## src/rtl/shreg_ctrl.sv

```systemverilog
// shreg_ctrl: command-driven controller for an external 4-bit shift register.
// Accepts one command at a time (LOAD, CLEAR, SHR, SHL, ROTR, ROTL, NOP) and
// sequences the register's sr/sl/ld pins, then pulses done (with err for the
// reserved opcode).
//
// Ports:
//   clk        - clock, all state on rising edge
//   rst        - synchronous active-high reset
//   cmd_valid  - command offered
//   cmd_ready  - controller idle, command will be accepted
//   cmd_op     - opcode (000 NOP, 001 LOAD, 010 SHR, 011 SHL, 100 ROTR,
//                101 ROTL, 110 CLEAR, 111 reserved)
//   cmd_cnt    - shift/rotate count
//   cmd_data   - parallel load word
//   cmd_fill   - serial fill bit for SHR/SHL
//   q_in       - current Q of the controlled register
//   sr/sl/ld   - register control pins (at most one high)
//   d_out      - parallel data to register D
//   d_sr/d_sl  - serial inputs (into Q[3] / Q[0])
//   done/err   - one-cycle completion pulse / reserved-opcode flag
module shreg_ctrl #(
  parameter int unsigned CNT_W = 3
) (
  input  logic             clk,
  input  logic             rst,
  input  logic             cmd_valid,
  output logic             cmd_ready,
  input  logic [2:0]       cmd_op,
  input  logic [CNT_W-1:0] cmd_cnt,
  input  logic [3:0]       cmd_data,
  input  logic             cmd_fill,
  input  logic [3:0]       q_in,
  output logic             sr,
  output logic             sl,
  output logic             ld,
  output logic [3:0]       d_out,
  output logic             d_sr,
  output logic             d_sl,
  output logic             done,
  output logic             err
);

  localparam logic [2:0] OpNop   = 3'b000;
  localparam logic [2:0] OpLoad  = 3'b001;
  localparam logic [2:0] OpShr   = 3'b010;
  localparam logic [2:0] OpShl   = 3'b011;
  localparam logic [2:0] OpRotr  = 3'b100;
  localparam logic [2:0] OpRotl  = 3'b101;
  localparam logic [2:0] OpClear = 3'b110;
  localparam logic [2:0] OpRsvd  = 3'b111;

  typedef enum logic [1:0] {StIdle, StRun, StDone} state_e;

  state_e           r_state;
  state_e           w_state_next;
  logic [2:0]       r_op;
  logic [CNT_W-1:0] r_cnt;
  logic [3:0]       r_data;
  logic             r_fill;

  logic w_accept;
  logic w_is_shift;

  // Ready is forced low during reset so nothing can be accepted on a reset edge.
  assign cmd_ready = (r_state == StIdle) && !rst;
  assign w_accept  = cmd_valid && cmd_ready;
  assign w_is_shift = (r_op == OpShr) || (r_op == OpShl) ||
                      (r_op == OpRotr) || (r_op == OpRotl);

  always_ff @(posedge clk) begin
    if (rst) begin
      r_state <= StIdle;
      r_op    <= 3'b000;
      r_cnt   <= '0;
      r_data  <= 4'b0000;
      r_fill  <= 1'b0;
    end else begin
      r_state <= w_state_next;
      if (w_accept) begin
        r_op   <= cmd_op;
        r_cnt  <= cmd_cnt;
        r_data <= cmd_data;
        r_fill <= cmd_fill;
      end else if (r_state == StRun && w_is_shift && r_cnt != '0) begin
        r_cnt <= r_cnt - CNT_W'(1);
      end
    end
  end

  always_comb begin
    w_state_next = r_state;
    unique case (r_state)
      StIdle: begin
        if (w_accept) begin
          case (cmd_op)
            OpLoad, OpClear: w_state_next = StRun;
            OpShr, OpShl, OpRotr, OpRotl:
              w_state_next = (cmd_cnt != '0) ? StRun : StDone;
            default: w_state_next = StDone;
          endcase
        end
      end
      StRun: begin
        // Remaining count of 1 means this is the last control cycle.
        if (!w_is_shift || r_cnt <= CNT_W'(1)) w_state_next = StDone;
      end
      StDone:  w_state_next = StIdle;
      default: w_state_next = StIdle;
    endcase
  end

  // Controls depend only on registered state; d_sr/d_sl for rotates follow q_in.
  always_comb begin
    sr    = 1'b0;
    sl    = 1'b0;
    ld    = 1'b0;
    d_out = 4'b0000;
    d_sr  = 1'b0;
    d_sl  = 1'b0;
    if (r_state == StRun) begin
      case (r_op)
        OpLoad: begin
          ld    = 1'b1;
          d_out = r_data;
        end
        OpClear: ld = 1'b1;
        OpShr: begin
          sr   = 1'b1;
          d_sr = r_fill;
        end
        OpRotr: begin
          sr   = 1'b1;
          d_sr = q_in[0];
        end
        OpShl: begin
          sl   = 1'b1;
          d_sl = r_fill;
        end
        OpRotl: begin
          sl   = 1'b1;
          d_sl = q_in[3];
        end
        default: ;
      endcase
    end
  end

  assign done = (r_state == StDone);
  assign err  = (r_state == StDone) && (r_op == OpRsvd);

endmodule

```

## config.mk

```make
export PLATFORM = sky130hd
export DESIGN_NAME = shreg_ctrl
export DESIGN_NICKNAME = d
export VERILOG_FILES = /design/src/rtl/shreg_ctrl.sv
export SDC_FILE = /design/constraint.sdc
export NUM_CORES = 1
export LEC_CHECK = 0
export BUFFER_PORTS_ARGS = -buffer_cell sky130_fd_sc_hd__buf_4
export CAP_MARGIN = 10
export CORE_MARGIN = 10
export CORE_UTILIZATION = 47
export CTS_BUF_LIST = sky130_fd_sc_hd__clkbuf_16
export DETAILED_ROUTE_END_ITERATION = 6
export GPL_ROUTABILITY_DRIVEN = 0
export HOLD_SLACK_MARGIN = 0.15
export PLACE_DENSITY = 0.8
export REMOVE_ABC_BUFFERS = 1
export SLEW_MARGIN = 10
export SYNTH_ARGS = -nofsm -noshare
export SYNTH_HDL_FRONTEND = slang
export SYNTH_SLANG_ARGS = --single-unit
```

## constraint.sdc

```tcl
create_clock -name clk -period 1.6 [get_ports clk]
set_input_delay 0.16 -clock clk [delete_from_list [all_inputs] [get_ports clk]]
set_output_delay 0.16 -clock clk [all_outputs]
set_load 0.01 [all_outputs]
```

==> results of run 1 <==
==> critical path, stage by stage (launching register included) <==
cell and delay [ps]:
dfxtp_4 360, nand2b_4 150, nor4b_4 290, buf_4 170
and2_1 130, buf_4 120
==> synthesized netlist by cell type <==
master,number,area [sq um]
a211oi_1,2,15.0
a211oi_2,1,12.5
a21bo_2,1,10.0
a21oi_1,3,15.0
a32oi_1,1,8.76
and2_1,4,25.0
and2b_1,1,7.51
and3_1,1,6.26
and3_4,1,11.3
and4_1,1,8.76
buf_2,1,5.00
clkbuf_1,1,3.75
dfxtp_1,13,260
ha_1,3,37.5
inv_1,2,7.51
mux2i_1,1,10.0
nand2_1,13,48.8
nand2b_1,9,56.3
nand3_1,1,5.00
nand3b_1,2,15.0
nand4_1,1,6.26
nor2_1,8,30.0
nor2_2,1,6.26
nor2b_1,2,12.5
nor3_1,3,15.0
nor4_1,1,6.26
nor4b_1,3,26.3
o211ai_1,1,7.51
o21ai_0,8,40.0
o21bai_1,1,7.51
o32ai_1,1,8.76
or2_1,1,6.26
or2b_1,1,7.51
or3b_1,1,8.76
or3b_2,1,8.76
xnor2_1,1,8.76
xor2_2,1,16.3
==> layer usage <==
layer  up-vias  routed length [um]
met2        23                1130
met1       386                 952
li1        423                   -
met5         -                   0
met3         7                 166
met4         0                  45
==> report_power, final <==
part	switching (mW)	internal [mW]
sequential	0.0389	0.357
combinational	0.100	0.116
clock	0.136	0.329
total	0.275	0.802
==> state kept, by name (all words and copies together), names as in the netlist <==
register,cells
r_data,4
r_cnt,3
r_op,3
r_state,2
r_fill,1
==> stage by stage <==
step	total power [mW]	hold slack [ps]	worst slack, ps	TNS [ps]
after floorplan	0.495	225	247	0
after global placement	0.572	355	179	0
after detailed placement	0.582	360	148	0
after CTS	1.07	165	8.38	0
after global routing	1.13	186	-87.5	-306
final	1.08	164	-4.83	-4.83
==> area by class of cell <==
cell class | instances | area share, %
Clock buffer | 3 | 6.17
Timing Repair Buffer | 38 | 24.7
Tap cell | 16 | 1.65
Multi-Input combinational cell | 81 | 44.2
Inverter | 2 | 0.617
Clock inverter | 1 | 0.309
Sequential cell | 13 | 22.3
==> cell families after synthesis <==
kind of cell | count (synthesis)
muxes | 1
xor gates and xnor gates | 2
buffers and inverters | 4
AOI/OAI and AO/OA | 19
and+or+nand+nor | 56
DFF | 13
adders and majority gates | 3
==> what timing repair did <==
| action | in CTS | in global routing |
|---|---|---|
| hold buffers | 6 | 0 |
| endpoints found under the hold margin | 6 | 0 |
| resized for setup | 6 | 4 |
| pin swaps | 1 | 0 |
| setup buffers | 0 | 2 |
| setup endpoints to repair | 4 | 9 |
==> cell usage in the layout, fill, tap and decap left out, drive strengths merged <==
cell type	n
buf	32
nand2	13
dfxtp	13
nor2	9
nand2b	9
o21ai	8
dlygate4sd3	6
and2	4
inv	3
nor3	3
a21oi	3
ha	3
clkbuf	3
a211oi	3
nor4b	3
nor2b	2
nand3b	2
or3b	2
and3	2
and4	1
and2b	1
xor2	1
o21bai	1
nor4	1
a21bo	1
o32ai	1
a32oi	1
nand4	1
or2	1
o211ai	1
xnor2	1
or2b	1
nand3	1
mux2i	1
==> path summary, 6_finish.rpt <==
check	from	to	slack [ps]	cells past startpoint
worst max-delay path	r_state[1]	d_out[3]	-5	5
worst min-delay path	cmd_op[1]	r_op[1]	160	3
worst max register to register	r_state[1]	r_cnt[0]	200	4
worst min register to register	r_state[1]	r_state[1]	460	1
==> results_dict.tcl, run 1 <==
set metrics [dict create \
    status "complete, but fails checks" \
    violations "negative setup slack" \
    grt.busiest_layer "met2" \
    criticalPathCategory "reg -> out" \
    slew_viol_final 0 \
    diodes 0 \
    synth_top_family_by_area "simple AND/OR/NAND/NOR gates" \
    regArea_sq_um 272 \
    drive_gt1_share_pct 34.8 \
    crit_fanout 7 \
    synth_adder_area_share_pct 4.74 \
    track_usage_pct 12.9 \
    ys_seq_elements 13 \
    path_clk_slew_ps 50 \
    cts.htree.levels 1 \
    grtUsageMet3_pct 5.56 \
    cap_violations 0 \
    grt_max_degree 17 \
    crit_required_ps 1440 \
    dpl.cell_count 142 \
    synthCells 98 \
    cts_max_path_buffers 2 \
    rows 14 \
    ys_warn_count 0 \
    clock-skew-final_ps 3.43 \
    wl_per_cell_um 14.9 \
    die_w_um 61.1 \
    initial_utilization_pct 51.4 \
    final_hold_viol_count 0 \
    multiInputGateArea_sq_um 538 \
    syn_to_final_growth_pct 53.6 \
    fin_area_sq_um 1220 \
    muxShareOfSynthArea_pct 1.26 \
    gr-total-overflow 0 \
    drtIter0Drc 8 \
    clock_latency_ps 240 \
    layout_setup_ws_ps -4.83 \
    firstDrtPassIters 4 \
    seq_area_frac_synth_pct 32.9 \
    final_util_pct 78.9 \
    fmax_mhz 623 \
    worstHoldPathType "in -> reg" \
    cp-start-kind "flop" \
    portBuffers 27 \
    die_y_um 61.1 \
    finalNonFillerCells 154 \
    end_kind "primary output" \
    detail-route-antenna-nets 0 \
    vdd_drop_max_mv 0.713 \
    core_area_sq_um 1540 \
    cts_buffers 3 \
    antenna_found_initial 0 \
    use_met2_pct 22.0 \
    wl_mm 2.30 \
    maxSlewHeadroom_pct 73.3 \
    cts-root-buf "clkbuf_16" \
    synthSimpleGateAreaFrac_pct 40.1 \
    avgSynthCellArea_sq_um 8.08 \
    grt_pass1_wl_mm 3.71 \
    placed_area_sq_um 1030 \
    fill_cells 103 \
    ys_types 37 \
    clock-sinks 13 \
    crit_arrival_ps 1440 \
    vias 839 \
    finalSetupViolations 1 \
    hpwl_mm 1.61 \
    cts_tree "built" \
    grt_use_met1_pct 13.4 \
    synthXorXnorAreaFrac_pct 3.16 \
    synth_compound_area_share_pct 15.8 \
    rsz0062_at_grt "true" \
    final_nets 160 \
    drcViolationCount 0 \
    synth_area_sq_um 792 \
    io_pins 30 \
    min_period_ps 1600 \
    die_area_sq_um 3730 \
    finalCritPeriodShare_pct 100 \
    tightest_slew_ps 395 \
    powerDensity_nw_per_um2 885 \
    leakagePower_nw 0.518 \
    viasPerCell 5.45 \
    grt_pass1_vias 854 \
]
Note: power is estimated with default switching activity, not from simulation.
==> inputs of run 2 (changes only) <==
--- a/config.mk
+++ b/config.mk
@@ -8,12 +8,12 @@
 export BUFFER_PORTS_ARGS = -buffer_cell sky130_fd_sc_hd__buf_4
 export CAP_MARGIN = 10
 export CORE_MARGIN = 10
-export CORE_UTILIZATION = 47
+export CORE_UTILIZATION = 50
 export CTS_BUF_LIST = sky130_fd_sc_hd__clkbuf_16
 export DETAILED_ROUTE_END_ITERATION = 6
 export GPL_ROUTABILITY_DRIVEN = 0
 export HOLD_SLACK_MARGIN = 0.15
-export PLACE_DENSITY = 0.8
+export PLACE_DENSITY = 0.84
 export REMOVE_ABC_BUFFERS = 1
 export SLEW_MARGIN = 10
 export SYNTH_ARGS = -nofsm -noshare
==> constraint.sdc (replaced) <==
create_clock -name clk -period 1.98 [get_ports clk]
set_input_delay 0.198 -clock clk [delete_from_list [all_inputs] [get_ports clk]]
set_output_delay 0.198 -clock clk [all_outputs]
set_load 0.01 [all_outputs]
==> run 2 against run 1 <==
  * The run now ends clean
  * Setup slack improved by 210 ps
  * Final area fell by 6.8%
  * Utilization fell by 3.6 points
  * Clock power fell by 18%
  * Worst hold slack got worse by 5.6 ps
  * Sequential cell count did not move
  * First-iteration DRC count rose by 88%
  * Sequential share of layout area rose by 0.63 points
  * Critical path depth did not move
==> results_dict.tcl, run 2 (synthesized netlist as in run 1, its figures left out) <==
set metrics [dict create \
    path_clk_slew_ps 50 \
    largest-register "r_data" \
    largest_register_ffs 4 \
    internal-power_mw 0.635 \
    finalCritPeriodShare_pct 89.6 \
    clock_latency_ps 240 \
    cts_tree "built" \
    fill_cells 102 \
    leakagePower_nw 0.481 \
    drive_gt1_share_pct 28.8 \
    final_nets 154 \
    die_w_um 59.8 \
    diodes 0 \
    critPathMaxStageDelay_ps 430 \
    swShare_pct 25.4 \
    gr-total-overflow 0 \
    crit_fanout 8 \
    post_cts_buffers 0 \
    cts.htree.levels 1 \
    seq_power_share_pct 36.9 \
    slew_viol_final 0 \
    cap_violations 0 \
    largestRegisters "r_data: 4 flops, r_cnt: 3 flops, r_op: 3 flops" \
    clock-sinks 13 \
    critical-path-slowest-cell "dfxtp_1" \
    final_hold_viol_count 0 \
    p_comb_share_pct 18.0 \
    mostFrequentLayoutCells "buf_4, nand2_1, dfxtp_1, nand2b_1" \
    whs_ps 158 \
    criticalPathCategory "reg -> out" \
    tightest_slew_ps 546 \
    maxSlewHeadroom_pct 63.6 \
    crit_arrival_ps 1580 \
    fmax_mhz 564 \
    critPathBufInv 2 \
    grt_pass1_wl_mm 3.64 \
    antenna_found_initial 0 \
    clock-skew-final_ps 2.35 \
    grt_pass1_vias 833 \
    worstHoldPathType "in -> reg" \
    report.power.total_mw 0.851 \
    cts_buffers 3 \
    setup_tns_ps 0 \
    portBuffers 27 \
    track_usage_pct 13.1 \
    io_pins 30 \
    wl_mm 2.14 \
    cts_hold_buffers 4 \
    rows 14 \
    final_common_cell "buf_4" \
    viasPerCell 5.57 \
    end_kind "primary output" \
    ctsResizeCount 0 \
    wl_per_cell_um 14.5 \
    firstDrtPassIters 4 \
    syn_to_final_growth_pct 43.1 \
    cts-root-buf "clkbuf_16" \
    crit_family "simple AND/OR/NAND/NOR gates" \
    status "finished clean" \
    rsz0062_at_grt "false" \
    detail-route-antenna-nets 0 \
    hpwl_mm 1.58 \
    drtIter0Drc 15 \
    vias 824 \
    drcViolationCount 0 \
    crit_chain "nand2b_1 -> nor4b_1 -> buf_4 -> and2_1 -> buf_4" \
    core_area_sq_um 1510 \
    powerDensity_nw_per_um2 751 \
    finalSetupViolations 0 \
    crit_required_ps 1780 \
    p_switching_mw 0.217 \
    cp-start-kind "flop" \
    vdd_drop_max_mv 0.596 \
    path_common_cell "buf_4" \
    die_y_um 59.8 \
    clkPwrFrac_pct 45.0 \
    initial_utilization_pct 52.6 \
    min_period_ps 1770 \
    cts_max_path_buffers 2 \
    grt_max_degree 18 \
    die_area_sq_um 3580 \
]
-- run 2: metrics by stage --
step | instances | util (%) | area (sq um) | worst slack, ps
2_1_floorplan | 96 | - | 783 | 627
3_3_place_gp | 140 | 67.3 | 1010 | 471
3_5_place_dp | 140 | 67.3 | 1010 | 437
4_1_cts | 148 | 75.2 | 1130 | 203
5_1_grt | 148 | 75.2 | 1130 | 70.6
6_report | 148 | 75.2 | 1130 | 206
-- run 2: layer usage --
layer	vias up	track usage, %	wire (um)
li1	411	-	-
met5	-	0	0
met3	6	6.57	227
met2	36	18.7	939
met1	371	15.2	921
met4	0	8.01	51
-- run 2: cell type report --
type / instances / area (sq um) / area share [%]
inverters: 2 / 7.51 / 0.662
clock inverters: 1 / 5.00 / 0.442
multi-input cells: 81 / 515 / 45.5
flip-flops and latches: 13 / 260 / 23.0
well taps: 16 / 20.0 / 1.77
clock buffers: 3 / 75.1 / 6.62
repair buffers: 32 / 250 / 22.1
-- run 2: worst min-delay path, delay by kind of cell --
| family | cells | cell delay [ps] |
|---|---|---|
| AO/OA/AOI/OAI | 1 | 60 |
| buffers and inverters | 1 | 80 |
| AND/OR/NAND/NOR | 1 | 30 |
-- run 2: final timing paths --
path / startpoint / end / slack, ps / cells past startpoint
max: r_state[0] / d_out[0] / 210 / 5
min: cmd_data[0] / r_data[0] / 160 / 3
max reg2reg: r_state[1] / r_op[2] / 410 / 3
min reg2reg: r_data[1] / r_data[1] / 470 / 2
-- run 2: power by group through the flow --
stage	logic, mW	registers, mW	clock network, mW
final	0.154	0.314	0.383
after CTS	0.154	0.314	0.385
after detailed placement	0.145	0.319	0
after global placement	0.139	0.317	0
after floorplan	0.0884	0.312	0
after global routing	0.175	0.319	0.400
==> inputs of run 3 (changes only) <==
==> constraint.sdc (replaced) <==
create_clock -name clk -period 1.98 [get_ports clk]
set_input_delay 0 -clock clk [delete_from_list [all_inputs] [get_ports clk]]
set_output_delay 0 -clock clk [all_outputs]
set_load 0.01 [all_outputs]
==> run 3 against run 2 <==
  * Critical path depth is 1 lower
  * First-iteration DRC count grew to 2.5 times the previous value
  * Global-route usage is 1.4 points higher
  * Largest power group unchanged
  * Sequential share of layout area is 1.3 points lower
  * Combinational power is 16% higher
  * Via count is 11% higher
  * Highest routed layer unchanged
  * Final cell count is 5.4% higher
  * Critical path type unchanged
  * Count of clock-buffer cells in the layout stayed put
  * Utilization is 6.4 points higher
  * Final area is 8.5% higher
==> results_dict.tcl, run 3 (synthesized netlist as in run 1, its figures left out) <==
set metrics [dict create \
    clock-sinks 13 \
    largest-register "r_data" \
    wl_met2_mm 1.28 \
    finalSetupViolations 0 \
    placed_area_sq_um 1010 \
    met1_length_mm 1.06 \
    wl_mm 2.72 \
    cts_buffers 3 \
    final_common_cell "buf_4" \
    track_usage_pct 14.5 \
    p_comb_share_pct 20.2 \
    io_pins 30 \
    report.power.total_mw 0.884 \
    end_kind "primary output" \
    vdd_drop_max_mv 0.531 \
    cts.htree.levels 1 \
    vias 917 \
    clock_latency_ps 250 \
    fin_area_sq_um 1230 \
    final_nets 162 \
    worstHoldPathType "in -> out" \
    maxSlewHeadroom_pct 53.4 \
    criticalPathCategory "reg -> out" \
    mostFrequentLayoutCells "buf_4, nand2_1, dlygate4sd3_1, nand2b_1" \
    cts-root-buf "clkbuf_16" \
    cts_max_path_buffers 2 \
    rsz0062_at_grt "false" \
    detail-route-antenna-nets 0 \
    die_y_um 59.8 \
    crit_required_ps 1980 \
    powerDensity_nw_per_um2 719 \
    rows 14 \
    drive_gt1_share_pct 32.1 \
    critical-path-slowest-cell "nor4b_1" \
    hpwl_mm 1.54 \
    crit_arrival_ps 1800 \
    drtIter0Drc 38 \
    die_w_um 59.8 \
    fill_cells 90 \
    layout_setup_ws_ps 183 \
    wl_per_cell_um 17.5 \
    r2r_cells 3 \
    hold_depth 4 \
    internal-power_mw 0.652 \
    fmax_mhz 556 \
    final_hold_viol_count 0 \
    largestRegisters "r_data: 4 flops, r_cnt: 3 flops, r_op: 3 flops" \
    portBuffers 27 \
    critPathBufInv 1 \
    swShare_pct 26.3 \
    slew_viol_final 0 \
    critPathMaxStageDelay_ps 600 \
    tightest_slew_ps 689 \
    top_layer_used "met4" \
    clock-skew-final_ps 6.86 \
    setup_tns_ps 0 \
    status "finished clean" \
    whs_ps 355 \
    crit_family "simple AND/OR/NAND/NOR gates" \
    post_cts_buffers 0 \
    path_clk_slew_ps 40 \
    seq_power_share_pct 36.4 \
    finalCritPeriodShare_pct 90.8 \
    cap_violations 0 \
    grt_max_degree 18 \
    leakagePower_nw 0.516 \
    initial_utilization_pct 52.6 \
    crit_fanout 8 \
    min_period_ps 1800 \
    p_switching_mw 0.232 \
    wl_met3_um 310 \
    firstDrtPassIters 4 \
    clkPwrFrac_pct 43.4 \
    post-place-ws_ps 401 \
    syn_to_final_growth_pct 55.3 \
    grt_pass1_vias 900 \
    viasPerCell 5.88 \
    worst-path-stages 4 \
    drcViolationCount 0 \
    diodes 0 \
    cts_tree "built" \
    largest_register_ffs 4 \
    core_area_sq_um 1510 \
    grt_pass1_wl_mm 4.06 \
    crit_chain "nand2b_1 -> nor4b_1 -> and2_1 -> buf_4" \
    gr-total-overflow 0 \
    die_area_sq_um 3580 \
    antenna_found_initial 0 \
    cp-start-kind "flop" \
]
==> run 3: cell count changes in the layout (fill, tap and decap cells not counted) <==
| cell | delta |
|---|---|
| buf_4 | -1 |
| or2_1 | -1 |
| nor2_2 | +1 |
| or2_4 | +1 |
| or3b_4 | +1 |
| nor2_1 | -1 |
| dlygate4sd3_1 | +9 |
| dfxtp_1 | -5 |
| or3b_1 | -1 |
| dfxtp_2 | +5 |
==> run 3: power by group through the flow <==
stage | Clock, mW | Combinational (mW) | Sequential (mW)
floorplan | 0 | 0.0884 | 0.312
finish | 0.383 | 0.178 | 0.322
CTS | 0.375 | 0.167 | 0.315
global placement | 0 | 0.139 | 0.318
detailed placement | 0 | 0.144 | 0.320
global route | 0.402 | 0.198 | 0.324
==> run 3: cell type report <==
class                   count  area [sq um]  share of cell area (%)
multi-input cells          81           523                    42.5
repair buffers             40           333                    27.1
flip-flops and latches     13           267                    21.7
clock buffers               3          75.1                    6.10
well taps                  16          20.0                    1.63
inverters                   2          7.51                   0.610
clock inverters             1          5.00                   0.407
==> run 3: metrics by stage <==
| stage | utilization, % | cells |
|---|---|---|
| floorplan | - | 96 |
| global placement | 66.8 | 139 |
| detailed placement | 66.8 | 139 |
| CTS | 80.7 | 156 |
| global route | 81.6 | 156 |
| finish | 81.6 | 156 |
==> run 3: timing repair <==
item | 4_1_cts | 5_1_grt
hold buffers | 13 | 1
setup endpoints to repair | 0 | 1
hold endpoints to repair | 13 | 1
resized for setup | 0 | 8
==> run 3: routing by layer <==
layer	global-route usage [%]	vias up
met5	0	-
met4	6.41	0
met3	6.57	16
met2	24.3	65
met1	15.3	407
li1	-	429
==> run 3: worst paths after layout <==
path              endpoint        from  slack (ps)
hold / removal        d_sl     q_in[3]         360
setup reg to reg   r_op[0]  r_state[1]         350
setup / recovery  d_out[0]  r_state[1]         180
hold reg to reg     r_fill      r_fill         480
==> run 3: worst register-to-register path, stage by stage (launching register included) <==
cell and delay [ps]:
dfxtp_2 360, or3b_4 430, nor2_2 470, o21ai_0 230
